<file path="config.mk">
export PLATFORM = sky130hd
export DESIGN_NAME = imem_loader
export DESIGN_NICKNAME = d
export VERILOG_FILES = /design/src/rtl/imem_loader_pkg.sv /design/src/rtl/imem_byte_packer.sv /design/src/rtl/imem_loader.sv
export SDC_FILE = /design/constraint.sdc
export NUM_CORES = 1
export LEC_CHECK = 0
export BUFFER_PORTS_ARGS = -buffer_cell sky130_fd_sc_hd__buf_2
export CAP_MARGIN = 15
export CORE_UTILIZATION = 45
export CTS_CLUSTER_DIAMETER = 120
export DETAILED_ROUTE_END_ITERATION = 7
export PLACE_DENSITY = 0.66
export SETUP_SLACK_MARGIN = 0.4
export SLEW_MARGIN = 0
export SYNTH_ARGS = -nofsm -noshare
export SYNTH_HDL_FRONTEND = slang
export SYNTH_SLANG_ARGS = --single-unit
</file>
<file path="constraint.sdc">
create_clock -name clk -period 2.4 [get_ports clk]
set_clock_uncertainty 0.1 [all_clocks]
set_input_delay 0.72 -clock clk [delete_from_list [all_inputs] [get_ports clk]]
set_output_delay 0.72 -clock clk [all_outputs]
set_load 0.005 [all_outputs]
</file>
<file path="src/rtl/imem_loader_pkg.sv">
// Shared types and constants for the instruction-memory loader.
package imem_loader_pkg;

  localparam int unsigned BYTES_PER_WORD = 4;
  localparam int unsigned INSTR_W        = 32;
  localparam int unsigned LANE_W         = $clog2(BYTES_PER_WORD);

  typedef enum logic [2:0] {
    StIdle,
    StHdr,
    StData,
    StDone,
    StError
  } state_e;

endpackage

</file>
<file path="src/rtl/imem_byte_packer.sv">
// Packs a byte stream LSB-first into 32-bit words; flags the byte that completes a word.
module imem_byte_packer
  import imem_loader_pkg::*;
(
  input  logic               clk_i,
  input  logic               rst_i,
  input  logic               clear_i,
  input  logic               byte_valid_i,
  input  logic [7:0]         byte_i,
  output logic               word_valid_o,
  output logic [INSTR_W-1:0] word_o
);

  logic [LANE_W-1:0]  lane_q, lane_d;
  logic [INSTR_W-9:0] asm_q, asm_d;

  // The final byte is used directly, so only the lower three lanes need storage.
  assign word_valid_o = byte_valid_i && !clear_i && (lane_q == LANE_W'(BYTES_PER_WORD - 1));
  assign word_o       = {byte_i, asm_q};

  always_comb begin
    lane_d = lane_q;
    asm_d  = asm_q;
    if (clear_i) begin
      lane_d = '0;
    end else if (byte_valid_i) begin
      case (lane_q)
        2'd0:    asm_d[7:0]   = byte_i;
        2'd1:    asm_d[15:8]  = byte_i;
        2'd2:    asm_d[23:16] = byte_i;
        default: asm_d        = asm_q;
      endcase
      lane_d = lane_q + 1'b1;
    end
  end

  always_ff @(posedge clk_i) begin
    if (rst_i) begin
      lane_q <= '0;
      asm_q  <= '0;
    end else begin
      lane_q <= lane_d;
      asm_q  <= asm_d;
    end
  end

endmodule

</file>
<file path="src/rtl/imem_loader.sv">
// Byte-stream program loader: header check, word packing and instruction-memory write port.
module imem_loader
  import imem_loader_pkg::*;
#(
  parameter int unsigned DEPTH  = 16,
  parameter int unsigned ADDR_W = 4
) (
  input  logic               clk,
  input  logic               reset,
  input  logic               start,
  input  logic               in_valid,
  input  logic [7:0]         in_data,
  output logic               in_ready,
  output logic               wr_en,
  output logic [ADDR_W-1:0]  wr_addr,
  output logic [INSTR_W-1:0] wr_data,
  output logic               cpu_hold,
  output logic               done,
  output logic               error
);

  state_e             state_q, state_d;
  logic [7:0]         n_q, n_d;
  logic [ADDR_W:0]    word_idx_q, word_idx_d;
  logic               wr_en_q, wr_en_d;
  logic [ADDR_W-1:0]  wr_addr_q, wr_addr_d;
  logic [INSTR_W-1:0] wr_data_q, wr_data_d;
  logic               cpu_hold_q, cpu_hold_d;
  logic               done_q, done_d;
  logic               error_q, error_d;

  logic               xfer;
  logic               word_valid;
  logic [INSTR_W-1:0] word;

  assign in_ready = (state_q == StHdr) || (state_q == StData);
  assign xfer     = in_valid && in_ready;

  imem_byte_packer u_packer (
    .clk_i        (clk),
    .rst_i        (reset),
    .clear_i      (state_q == StHdr),
    .byte_valid_i (xfer && (state_q == StData)),
    .byte_i       (in_data),
    .word_valid_o (word_valid),
    .word_o       (word)
  );

  always_comb begin
    state_d    = state_q;
    n_d        = n_q;
    word_idx_d = word_idx_q;
    wr_en_d    = 1'b0;
    wr_addr_d  = wr_addr_q;
    wr_data_d  = wr_data_q;
    cpu_hold_d = cpu_hold_q;
    done_d     = done_q;
    error_d    = error_q;

    unique case (state_q)
      StIdle, StDone, StError: begin
        if (start) begin
          state_d    = StHdr;
          cpu_hold_d = 1'b1;
          done_d     = 1'b0;
          error_d    = 1'b0;
        end
      end
      StHdr: begin
        if (xfer) begin
          if ((in_data == 8'd0) || (in_data > 8'(DEPTH))) begin
            state_d = StError;
            error_d = 1'b1;
          end else begin
            state_d    = StData;
            n_d        = in_data;
            word_idx_d = '0;
          end
        end
      end
      StData: begin
        if (word_valid) begin
          wr_en_d    = 1'b1;
          wr_addr_d  = word_idx_q[ADDR_W-1:0];
          wr_data_d  = word;
          word_idx_d = word_idx_q + 1'b1;
          // Done and cpu release land on the same edge as the final write strobe.
          if ((8'(word_idx_q) + 8'd1) == n_q) begin
            state_d    = StDone;
            done_d     = 1'b1;
            cpu_hold_d = 1'b0;
          end
        end
      end
      default: state_d = StIdle;
    endcase
  end

  always_ff @(posedge clk) begin
    if (reset) begin
      state_q    <= StIdle;
      n_q        <= '0;
      word_idx_q <= '0;
      wr_en_q    <= 1'b0;
      wr_addr_q  <= '0;
      wr_data_q  <= '0;
      cpu_hold_q <= 1'b1;
      done_q     <= 1'b0;
      error_q    <= 1'b0;
    end else begin
      state_q    <= state_d;
      n_q        <= n_d;
      word_idx_q <= word_idx_d;
      wr_en_q    <= wr_en_d;
      wr_addr_q  <= wr_addr_d;
      wr_data_q  <= wr_data_d;
      cpu_hold_q <= cpu_hold_d;
      done_q     <= done_d;
      error_q    <= error_d;
    end
  end

  assign wr_en    = wr_en_q;
  assign wr_addr  = wr_addr_q;
  assign wr_data  = wr_data_q;
  assign cpu_hold = cpu_hold_q;
  assign done     = done_q;
  assign error    = error_q;

endmodule
</file>
==> results.yml, run 1 <==
power:
  intPower_uw: 2010
  p_sw_uw: 555
  power_uw: 2560
  p_per_area_mw_per_mm2: 651
  ir_drop_uv: 339
  clockPowerShare: 0.424
  power_leakage_uw: 0.00146
  p_sw_frac: 0.216
  power_frac_seq: 0.534
  combPwrFrac: 0.042
synth:
  yosysUniqueCellTypes: 43
  synth_common_cells: "nand2_1 (108), dfxtp_1 (82), a21oi_1 (73)"
  yosysSeqAreaShare: 0.495
  synth_edf_count: 0
  async_flop_share: 0
  yosysMostFrequentCell: "nand2_1"
  netlist.area_leader.share: 0.495
  synth_nets: 418
  syn-cell-area_mm2: 0.00332
  synth_flop_cell: "dfxtp_1"
  syn_inst: 401
  synth_area_per_cell_um2: 8.27
  yosys_warnings: 0
  synth_top_area_cell: "dfxtp_1"
  yosys-top-cells-area: "dfxtp_1 (49%), nand2_1 (12%), a21oi_1 (11%)"
  synth-seq-cells: 82
timing:
  setup_tns_ns: 0
  tightest_slew_ns: 0.432
  hold_viol: 0
  setup_viol: 0
  clock.fmax_mhz: 509
  finalMaxSlewViolations: 0
  rsz0062_at_grt: "true"
  min_period_ns: 1.97
  maxSlewHeadroom: 0.712
  period_share: 0.819
job:
  drv_cap: 0
route:
  routed_via_density: 5.26
  vias: 2895
  drt-total-wl_um: 7780
  drc: 0
  detail_route.wl_per_cell_um: 14.1
  antenna_left: 0
  first_pass_iters: 4
  drtIter0Drc: 180
clock_tree:
  clk_pin_slew_ns: 0.08
  cts_tree: "built"
  cts.sinks: 82
  holdBufCountCts: 0
  cts_buffers: 9
  clk_latency_ns: 0.34
  clock_path_buffers: 2
  cts-root-buf: "clkbuf_8"
  htreeDepth: 3
final_layout:
  final_layout_size_suffix_gt1_frac: 0.203
  stdcell_count: 550
  num-nets-final: 467
  area_growth_pct: 18.7
  fillCellCount: 663
  num_antenna_cells: 0
global_routing:
  grt_start_max_net_pins: 51
  antenna_found_initial: 0
  grt_pass1_vias: 2678
  grt_usage: 0.216
  grt_pass1_wl_um: 12700
  grt_overflow_total: 0
critical_path:
  crit_type: "flop to output pin"
  cp.required_ns: 1.58
  crit_chain: "buf_6, xnor2_2, nor2_1, buf_2"
  startpoint_type: "flop"
  end_kind: "output pin"
  crit_path_max_fanout: 10
  arrival_ns: 1.15
  critPathMaxStageDelay_ns: 0.35
  crit_slowest_cell: "dfxtp_4"
placed_design:
  dp_hpwl_um: 5220
  portBuffers: 52
  gp_congestion: 0.820
  dp.cells: 534
floorplan:
  rows: 30
  die_area_mm2: 0.00772
  die_y_um: 87.9
  core_area_mm2: 0.00694
  die-width_um: 87.9
  ioPinCount: 53
  start_util: 0.478
outcome:
  status: "completed"
hold_path:
  hp-class: "flop to flop"
## through the flow
stage	hold WS, ns	instance area (um2)	setup slack (ns)	utilization
floorplan	0.329	3330	0.272	-
global placement	0.334	3690	0.103	0.531
detailed placement	0.341	3690	0.0931	0.531
CTS	0.353	3920	0.411	0.565
global route	0.376	3940	0.369	0.567
finish	0.349	3940	0.434	0.567
## cell usage in the layout, fill, tap and decap left out, types with 3 or more instances in the layout
cell	Yosys	final
buf_4	2	13
o21ai_0	5	5
inv_1	4	4
xnor2_1	8	7
ha_1	5	5
dfxtp_1	82	80
nor3_1	4	4
nor2_1	8	8
a311oi_1	3	3
xor2_1	3	3
buf_2	7	52
nand3_1	32	32
a21oi_1	73	73
nor3b_1	4	4
nand2_1	108	108
clkbuf_8	2	10
## per-layer routing
metal	GRT usage	vias up	wire length, um
met4	0.0969	0	124
met3	0.0405	12	463
met2	0.332	90	3450
met1	0.295	1339	3740
met5	0	-	0
li1	-	1454	-
## power by group through the flow
| stage | Combinational, uW | Sequential (uW) | Clock, uW |
|---|---|---|---|
| after CTS | 107 | 1370 | 1110 |
| after global routing | 117 | 1370 | 1160 |
| after detailed placement | 106 | 1400 | 0 |
| final | 109 | 1370 | 1090 |
| after floorplan | 62.0 | 1400 | 0 |
| after global placement | 105 | 1400 | 0 |
## registers in the layout (all words and copies together) (netlist names)
name             count
state_q              3
wr_en                1
cpu_hold             1
u_packer.lane_q      2
word_idx_q           5
wr_addr              4
n_q                  8
done                 1
error                1
wr_data             32
u_packer.asm_q      24
## kinds of logic (layout without fill, tap and decap cells)
kind of cell / count (synthesis) / count (layout) / synth area share
xor+xnor: 11 / 11 / 0.0290
simple gates: 172 / 172 / 0.238
buf+inv: 34 / 87 / 0.0517
compound gates: 94 / 94 / 0.158
flops: 82 / 82 / 0.495
fa+ha+maj: 5 / 5 / 0.0189
mux: 3 / 3 / 0.0106
## final timing paths
| kind | slack, ns | cells past startpoint | endpoint | start |
|---|---|---|---|---|
| max | 0.43 | 4 | in_ready | state_q[1]$_SDFFE_PP0P_ |
| min reg2reg | 0.35 | 2 | cpu_hold$_SDFFE_PP1P_ | cpu_hold$_SDFFE_PP1P_ |
| min | 0.35 | 2 | cpu_hold$_SDFFE_PP1P_ | cpu_hold$_SDFFE_PP1P_ |
| max reg2reg | 0.48 | 5 | done$_SDFFE_PP0P_ | word_idx_q[1]$_SDFFE_PP0P_ |
## area by class of cell
class	instances	area (um2)	area share
Multi-Input combinational cell	285	1530	0.389
Clock inverter	5	78.8	0.0200
Sequential cell	82	1650	0.418
Clock buffer	10	138	0.0350
Tap cell	96	120	0.0305
Timing Repair Buffer	68	409	0.104
Inverter	4	15.0	0.00381
## critical path, delay by kind of cell, from the launching register on
kind	cells	cell delay (ns)
XOR/XNOR	1	0.12
flip-flops	1	0.35
buffers and inverters	2	0.25
AND/OR/NAND/NOR	1	0.08
## repair_timing
item	in CTS	in global routing
resized for setup	4	2
pin swaps	0	1
setup buffers	1	0
endpoints found under the setup margin	1	5
cloned	0	0
No activity file was read; power rests on OpenSTA's default activity.
==> run 2, diff against run 1 <==
--- a/config.mk
+++ b/config.mk
@@ -5,6 +5,7 @@
 export SDC_FILE = /design/constraint.sdc
 export NUM_CORES = 1
 export LEC_CHECK = 0
+export ABC_AREA = 1
 export BUFFER_PORTS_ARGS = -buffer_cell sky130_fd_sc_hd__buf_2
 export CAP_MARGIN = 15
 export CORE_UTILIZATION = 45
==> constraint.sdc (replaced) <==
create_clock -name clk -period 2.1 [get_ports clk]
set_clock_uncertainty 0.1 [all_clocks]
set_input_delay 0.63 -clock clk [delete_from_list [all_inputs] [get_ports clk]]
set_output_delay 0.63 -clock clk [all_outputs]
set_load 0.005 [all_outputs]
==> run 2 against run 1 <==
Worst hold slack got worse by 0.0044 ns; sequential power is 23% higher; largest cell class unchanged; design area is 9.0% higher; sequential share of layout area down 3.2 points; area after synthesis shrank 1.2%.
==> results.yml, run 2 <==
global_routing:
  grt_overflow_total: 0
  grt_pass1_wl_um: 12600
  grt_usage: 0.213
  grt_start_max_net_pins: 70
  grt_pass1_vias: 2744
  antenna_found_initial: 0
critical_path:
  end_kind: "flop"
  path_buf_inv: 4
  crit_path_max_fanout: 21
  startpoint_type: "flop"
  crit_type: "flop to flop"
  crit-reg2reg-launch: "state_q[1]$_SDFFE_PP0P_"
  critPathMaxStageDelay_ns: 0.40
  cp.required_ns: 2.29
  cp_top_family: "buffers and inverters"
  arrival_ns: 2.07
  crit_chain: "inv_4, nor2_4, nand2_4, buf_4, nor2_4, nand2_4, clkinvlp_4, clkbuf_16, nand2_1, a21oi_1"
  r2r_slack_ns: 0.21
  r2r_cells: 10
  crit_slowest_cell: "dfxtp_4"
  reg2reg_to: "wr_data[1]$_SDFFE_PP0P_"
synth:
  netlist.area_leader.share: 0.501
  async_flop_share: 0
  synth_top_area_cell: "dfxtp_1"
  yosys-top-cells-area: "dfxtp_1 (50%), nand2_1 (15%), a21oi_1 (12%)"
  synth_common_cells: "nand2_1 (135), dfxtp_1 (82), a21oi_1 (77)"
  synth_area_per_cell_um2: 7.57
  yosys_warnings: 0
  yosysSeqAreaShare: 0.501
  syn_inst: 433
  yosysUniqueCellTypes: 26
  syn-cell-area_mm2: 0.00328
  synth_flop_cell: "dfxtp_1"
  synth-seq-cells: 82
  synth_nets: 450
  synth_edf_count: 0
  yosysMostFrequentCell: "nand2_1"
hold_path:
  hp-class: "flop to flop"
  min_path_cells: 2
  hp-start: "n_q[7]$_SDFFE_PP0P_"
  hold_path_end: "n_q[7]$_SDFFE_PP0P_"
final_layout:
  num_antenna_cells: 0
  fillCellCount: 647
  finalCoreUtilization: 0.621
  layout_commonest_cell: "nand2_1"
  seq_area_mm2: 0.00166
  area_growth_pct: 30.9
  stdcell_count: 608
  final_area_mm2: 0.00429
  largest_register_ffs: 32
  num-nets-final: 524
  multiInputGateArea_mm2: 0.00158
  final_cell_mix: "nand2_1 (124), dfxtp_1 (76), a21oi_1 (68)"
  final_layout_size_suffix_gt1_frac: 0.303
route:
  first_pass_iters: 4
  drtIter0Drc: 147
  drc: 0
  antenna_left: 0
  routed_via_density: 5.20
  drt-total-wl_um: 8560
  vias: 3161
  detail_route.wl_per_cell_um: 14.1
placed_design:
  dp_hpwl_um: 5230
  dpl_cell_area_mm2: 0.00369
  gp_congestion: 0.843
  portBuffers: 52
  dp.cells: 574
floorplan:
  ioPinCount: 53
  die-width_um: 87.3
  rows: 30
  die_y_um: 87.3
  core_area_mm2: 0.00691
  die_area_mm2: 0.00763
  start_util: 0.474
timing:
  maxSlewHeadroom: 0.698
  tightest_slew_ns: 0.453
  hold_viol: 0
  period_share: 0.898
  finalMaxSlewViolations: 0
  rsz0062_at_grt: "true"
  clock.fmax_mhz: 530
  setup_viol: 0
  setup_tns_ns: 0
  min_period_ns: 1.89
job:
  drv_cap: 0
clock_tree:
  cts_buffers: 9
  clk_pin_slew_ns: 0.09
  cts_tree: "built"
  cts.sinks: 82
  holdBufCountCts: 0
  clock_path_buffers: 2
  clk_latency_ns: 0.35
  cts-root-buf: "clkbuf_8"
  htreeDepth: 3
power:
  clockPowerShare: 0.297
  p_sw_frac: 0.320
  intPower_uw: 2470
  power_frac_seq: 0.466
  combPwrFrac: 0.237
  p_sw_uw: 1160
  ir_drop_uv: 501
  power_uw: 3630
  p_per_area_mw_per_mm2: 847
  power_leakage_uw: 0.00171
outcome:
  status: "completed"
## run 2: changes by cell type after synthesis, moves of 4 or more
cell / delta
nand2_1: +27
inv_1: +21
xnor2_1: -8
nor2_1: +7
o21ai_0: +6
nand4_1: +5
a21oi_1: +4
nor3b_1: -4
## run 2: area by class of cell
cell class	instances	share of cell area
clock buffer	10	0.0321
clock inverter	6	0.0117
inverter	27	0.0257
multi-input combinational	301	0.368
sequential	82	0.386
tap	96	0.0280
timing repair buffer	86	0.148
## run 2: power by group through the flow
stage	clock [uW]	sequential, uW	combinational [uW]
after floorplan	0	1700	422
after global placement	0	1700	587
after detailed placement	0	1700	596
after CTS	1090	1680	634
after global routing	1170	1700	918
final	1080	1690	860
## run 2: cell families after synthesis
kind of cell	Yosys count	synth area share
AOI/OAI and AO/OA	95	0.152
adders and majority gates	5	0.0191
buffers and inverters	51	0.0668
DFF	82	0.501
and+or+nand+nor	200	0.262
## run 2: metrics by stage
stage / setup slack (ns) / hold slack (ns)
finish: 0.215 / 0.345
detailed placement: 0.130 / 0.330
floorplan: 0.421 / 0.317
global placement: 0.174 / 0.330
global route: 0.132 / 0.378
CTS: 0.182 / 0.344
## run 2: worst reg2reg max path, delay by kind of cell, from the launching register on
kind	cells	cell delay, ns
and+or+nand+nor	5	0.57
DFF	1	0.40
AOI/OAI and AO/OA	1	0.12
buffers and inverters	4	0.62
## run 2: metal layers
| metal | routed length, um | global-route usage | part of all wire | vias up |
|---|---|---|---|---|
| met3 | 493 | 0.0483 | 0.058 | 12 |
| li1 | - | - | - | 1564 |
| met1 | 3870 | 0.280 | 0.45 | 1488 |
| met2 | 4060 | 0.344 | 0.47 | 97 |
| met4 | 130 | 0.0775 | 0.015 | 0 |
| met5 | 0 | 0 | 0 | - |
## run 2: worst max path at each step
stage	startpoint	end	slack [ns]	cells past startpoint
floorplan	in_data[2]	n_q[3]$_SDFFE_PP0P_	0.42	9
global placement	in_data[2]	error$_SDFFE_PP0P_	0.17	11
detailed placement	in_data[2]	error$_SDFFE_PP0P_	0.13	11
CTS	state_q[0]$_SDFFE_PP0P_	in_ready	0.18	5
global route	state_q[1]$_SDFFE_PP0P_	wr_data[1]$_SDFFE_PP0P_	0.13	10
finish	state_q[1]$_SDFFE_PP0P_	wr_data[1]$_SDFFE_PP0P_	0.21	10
## run 2: what timing repair did
| item | 4_1_cts | 5_1_grt |
|---|---|---|
| setup endpoints to repair | 16 | 48 |
| cloned | 0 | 5 |
| pin swaps | 1 | 14 |
| buffers inserted | 2 | 11 |
| resized for setup | 11 | 55 |
==> run 3, diff against run 2 <==
--- a/config.mk
+++ b/config.mk
@@ -8,10 +8,13 @@
 export ABC_AREA = 1
 export BUFFER_PORTS_ARGS = -buffer_cell sky130_fd_sc_hd__buf_2
 export CAP_MARGIN = 15
-export CORE_UTILIZATION = 45
+export CELL_PAD_IN_SITES_DETAIL_PLACEMENT = 1
+export CELL_PAD_IN_SITES_GLOBAL_PLACEMENT = 1
+export CORE_UTILIZATION = 40
 export CTS_CLUSTER_DIAMETER = 120
+export CTS_CLUSTER_SIZE = 24
 export DETAILED_ROUTE_END_ITERATION = 7
-export PLACE_DENSITY = 0.66
+export PLACE_DENSITY_LB_ADDON = 0.1
 export SETUP_SLACK_MARGIN = 0.4
 export SLEW_MARGIN = 0
 export SYNTH_ARGS = -nofsm -noshare
==> run 3 against run 2 <==
First-iteration DRC count increased by 46%; critical endpoint is now u_packer.asm_q[4]$_SDFFE_PP0P_; utilization about the same; die area increased by 12%; clock power increased by 35%; largest power group unchanged.
==> results.yml, run 3 (synthesis gave the netlist of run 2 again) <==
clock_tree:
  clk_pin_slew_ns: 0.09
  htreeDepth: 3
  clock_path_buffers: 2
  cts.sinks: 82
  clk_latency_ns: 0.36
  holdBufCountCts: 0
  cts_buffers: 9
  cts_tree: "built"
  cts-root-buf: "clkbuf_8"
hold_path:
  min_path_cells: 2
  hp-class: "flop to flop"
  hp-start: "u_packer.asm_q[19]$_SDFFE_PP0P_"
global_routing:
  grt_overflow_total: 0
  grt_usage: 0.251
  antenna_found_initial: 0
  grt_pass1_wl_um: 16600
  grt_pass1_vias: 3331
  grt_start_max_net_pins: 70
route:
  first_pass_iters: 4
  drc: 0
  drt-total-wl_um: 13800
  vias: 3475
  detail_route.wl_per_cell_um: 22.0
  routed_via_density: 5.52
  antenna_left: 0
  drtIter0Drc: 215
critical_path:
  end_kind: "flop"
  critPathMaxStageDelay_ns: 0.35
  crit_chain: "buf_4, nor2_4, nand2_4, buf_4, nor2_4, buf_12, buf_12, buf_12, nand3_1, a21oi_1"
  r2r_cells: 10
  crit_type: "flop to flop"
  startpoint_type: "flop"
  crit-reg2reg-launch: "state_q[0]$_SDFFE_PP0P_"
  r2r_slack_ns: 0.11
  crit_path_max_fanout: 5
  critPathLaunch: "state_q[0]$_SDFFE_PP0P_"
  arrival_ns: 2.15
  crit_slowest_cell: "dfxtp_2"
  cp.required_ns: 2.26
  crit_top_cell: "buf_12"
timing:
  finalMaxSlewViolations: 0
  fin_hold_ws_ns: 0.365
  min_period_ns: 1.99
  hold_viol: 0
  layout_setup_ws_ns: 0.110
  maxSlewHeadroom: 0.639
  setup_tns_ns: 0
  rsz0062_at_grt: "true"
  clock.fmax_mhz: 502
  setup_viol: 0
  tightest_slew_ns: 0.541
  period_share: 0.948
floorplan:
  rows: 32
  die-width_um: 92.5
  ioPinCount: 53
  die_area_mm2: 0.00856
  start_util: 0.420
  die_y_um: 92.5
  core_area_mm2: 0.00781
placed_design:
  portBuffers: 52
  dp_hpwl_um: 5990
  place_ws_ns: 0.00262
  gp_congestion: 0.767
final_layout:
  final_cell_mix: "nand2_1 (108), dfxtp_1 (76), a21oi_1 (51)"
  num_antenna_cells: 0
  fillCellCount: 928
  final_layout_size_suffix_gt1_frac: 0.419
  num-nets-final: 540
  largest_register_ffs: 32
  finalCoreUtilization: 0.621
  layout_commonest_cell: "nand2_1"
  area_growth_pct: 48.0
job:
  drv_cap: 0
power:
  power_leakage_uw: 0.00193
  p_per_area_mw_per_mm2: 909
  ir_drop_uv: 606
outcome:
  status: "completed"
run 3: cell count changes in the layout (fill, tap and decap cells not counted), moves of 6 or more:
cell | previous run | this run
a21oi_1 | 68 | 51
a21oi_2 | 9 | 26
buf_12 | 2 | 8
nand2_1 | 124 | 108
nand2_2 | 9 | 22
nand3_1 | 32 | 24
nand3_2 | 4 | 12
run 3: worst paths after layout:
kind / to
hold / removal: wr_data[19]$_SDFFE_PP0P_
setup / recovery: u_packer.asm_q[4]$_SDFFE_PP0P_
setup reg to reg: u_packer.asm_q[4]$_SDFFE_PP0P_
hold reg to reg: wr_data[19]$_SDFFE_PP0P_
run 3: worst max-delay path, delay by kind of cell (launching register included):
kind	cells	cell delay [ns]
flops	1	0.35
compound gates	1	0.29
simple gates	4	0.46
buf+inv	5	0.66
run 3: metrics by stage:
| stage | area [um2] | cells | power, uW |
|---|---|---|---|
| final | 4850 | 630 | 4410 |
| after global routing | 4850 | 630 | 4540 |
| after CTS | 4170 | 608 | 3930 |
| after detailed placement | 3690 | 579 | 2320 |
| after global placement | 3690 | 579 | 2310 |
| after floorplan | 3280 | 433 | 2120 |
run 3: metal layers:
layer  up-vias  part of all wire  GRT usage
met3        50             0.058     0.0468
met5         -                 0          0
met4         0             0.045      0.105
li1       1587                 -          -
met1      1697              0.41      0.311
met2       141              0.49      0.425
run 3: timing repair:
item	in CTS	in global routing
cloned	1	7
endpoints found under the setup margin	36	79
pin swaps	6	42
gates resized for setup	34	110
setup buffers	12	15
run 3: area by class of cell:
class | instances | area [um2] | share of cell area
clock inverter | 4 | 97.6 | 0.0201
inverter | 27 | 114 | 0.0235
tap | 102 | 128 | 0.0263
timing repair buffer | 102 | 902 | 0.186
multi-input combinational | 301 | 1800 | 0.371
clock buffer | 12 | 155 | 0.0320
sequential | 82 | 1650 | 0.341
run 3: report_power, final:
group          switching (uW)  internal [uW]
Clock                     608            856
Combinational             715            533
Sequential               70.7           1620
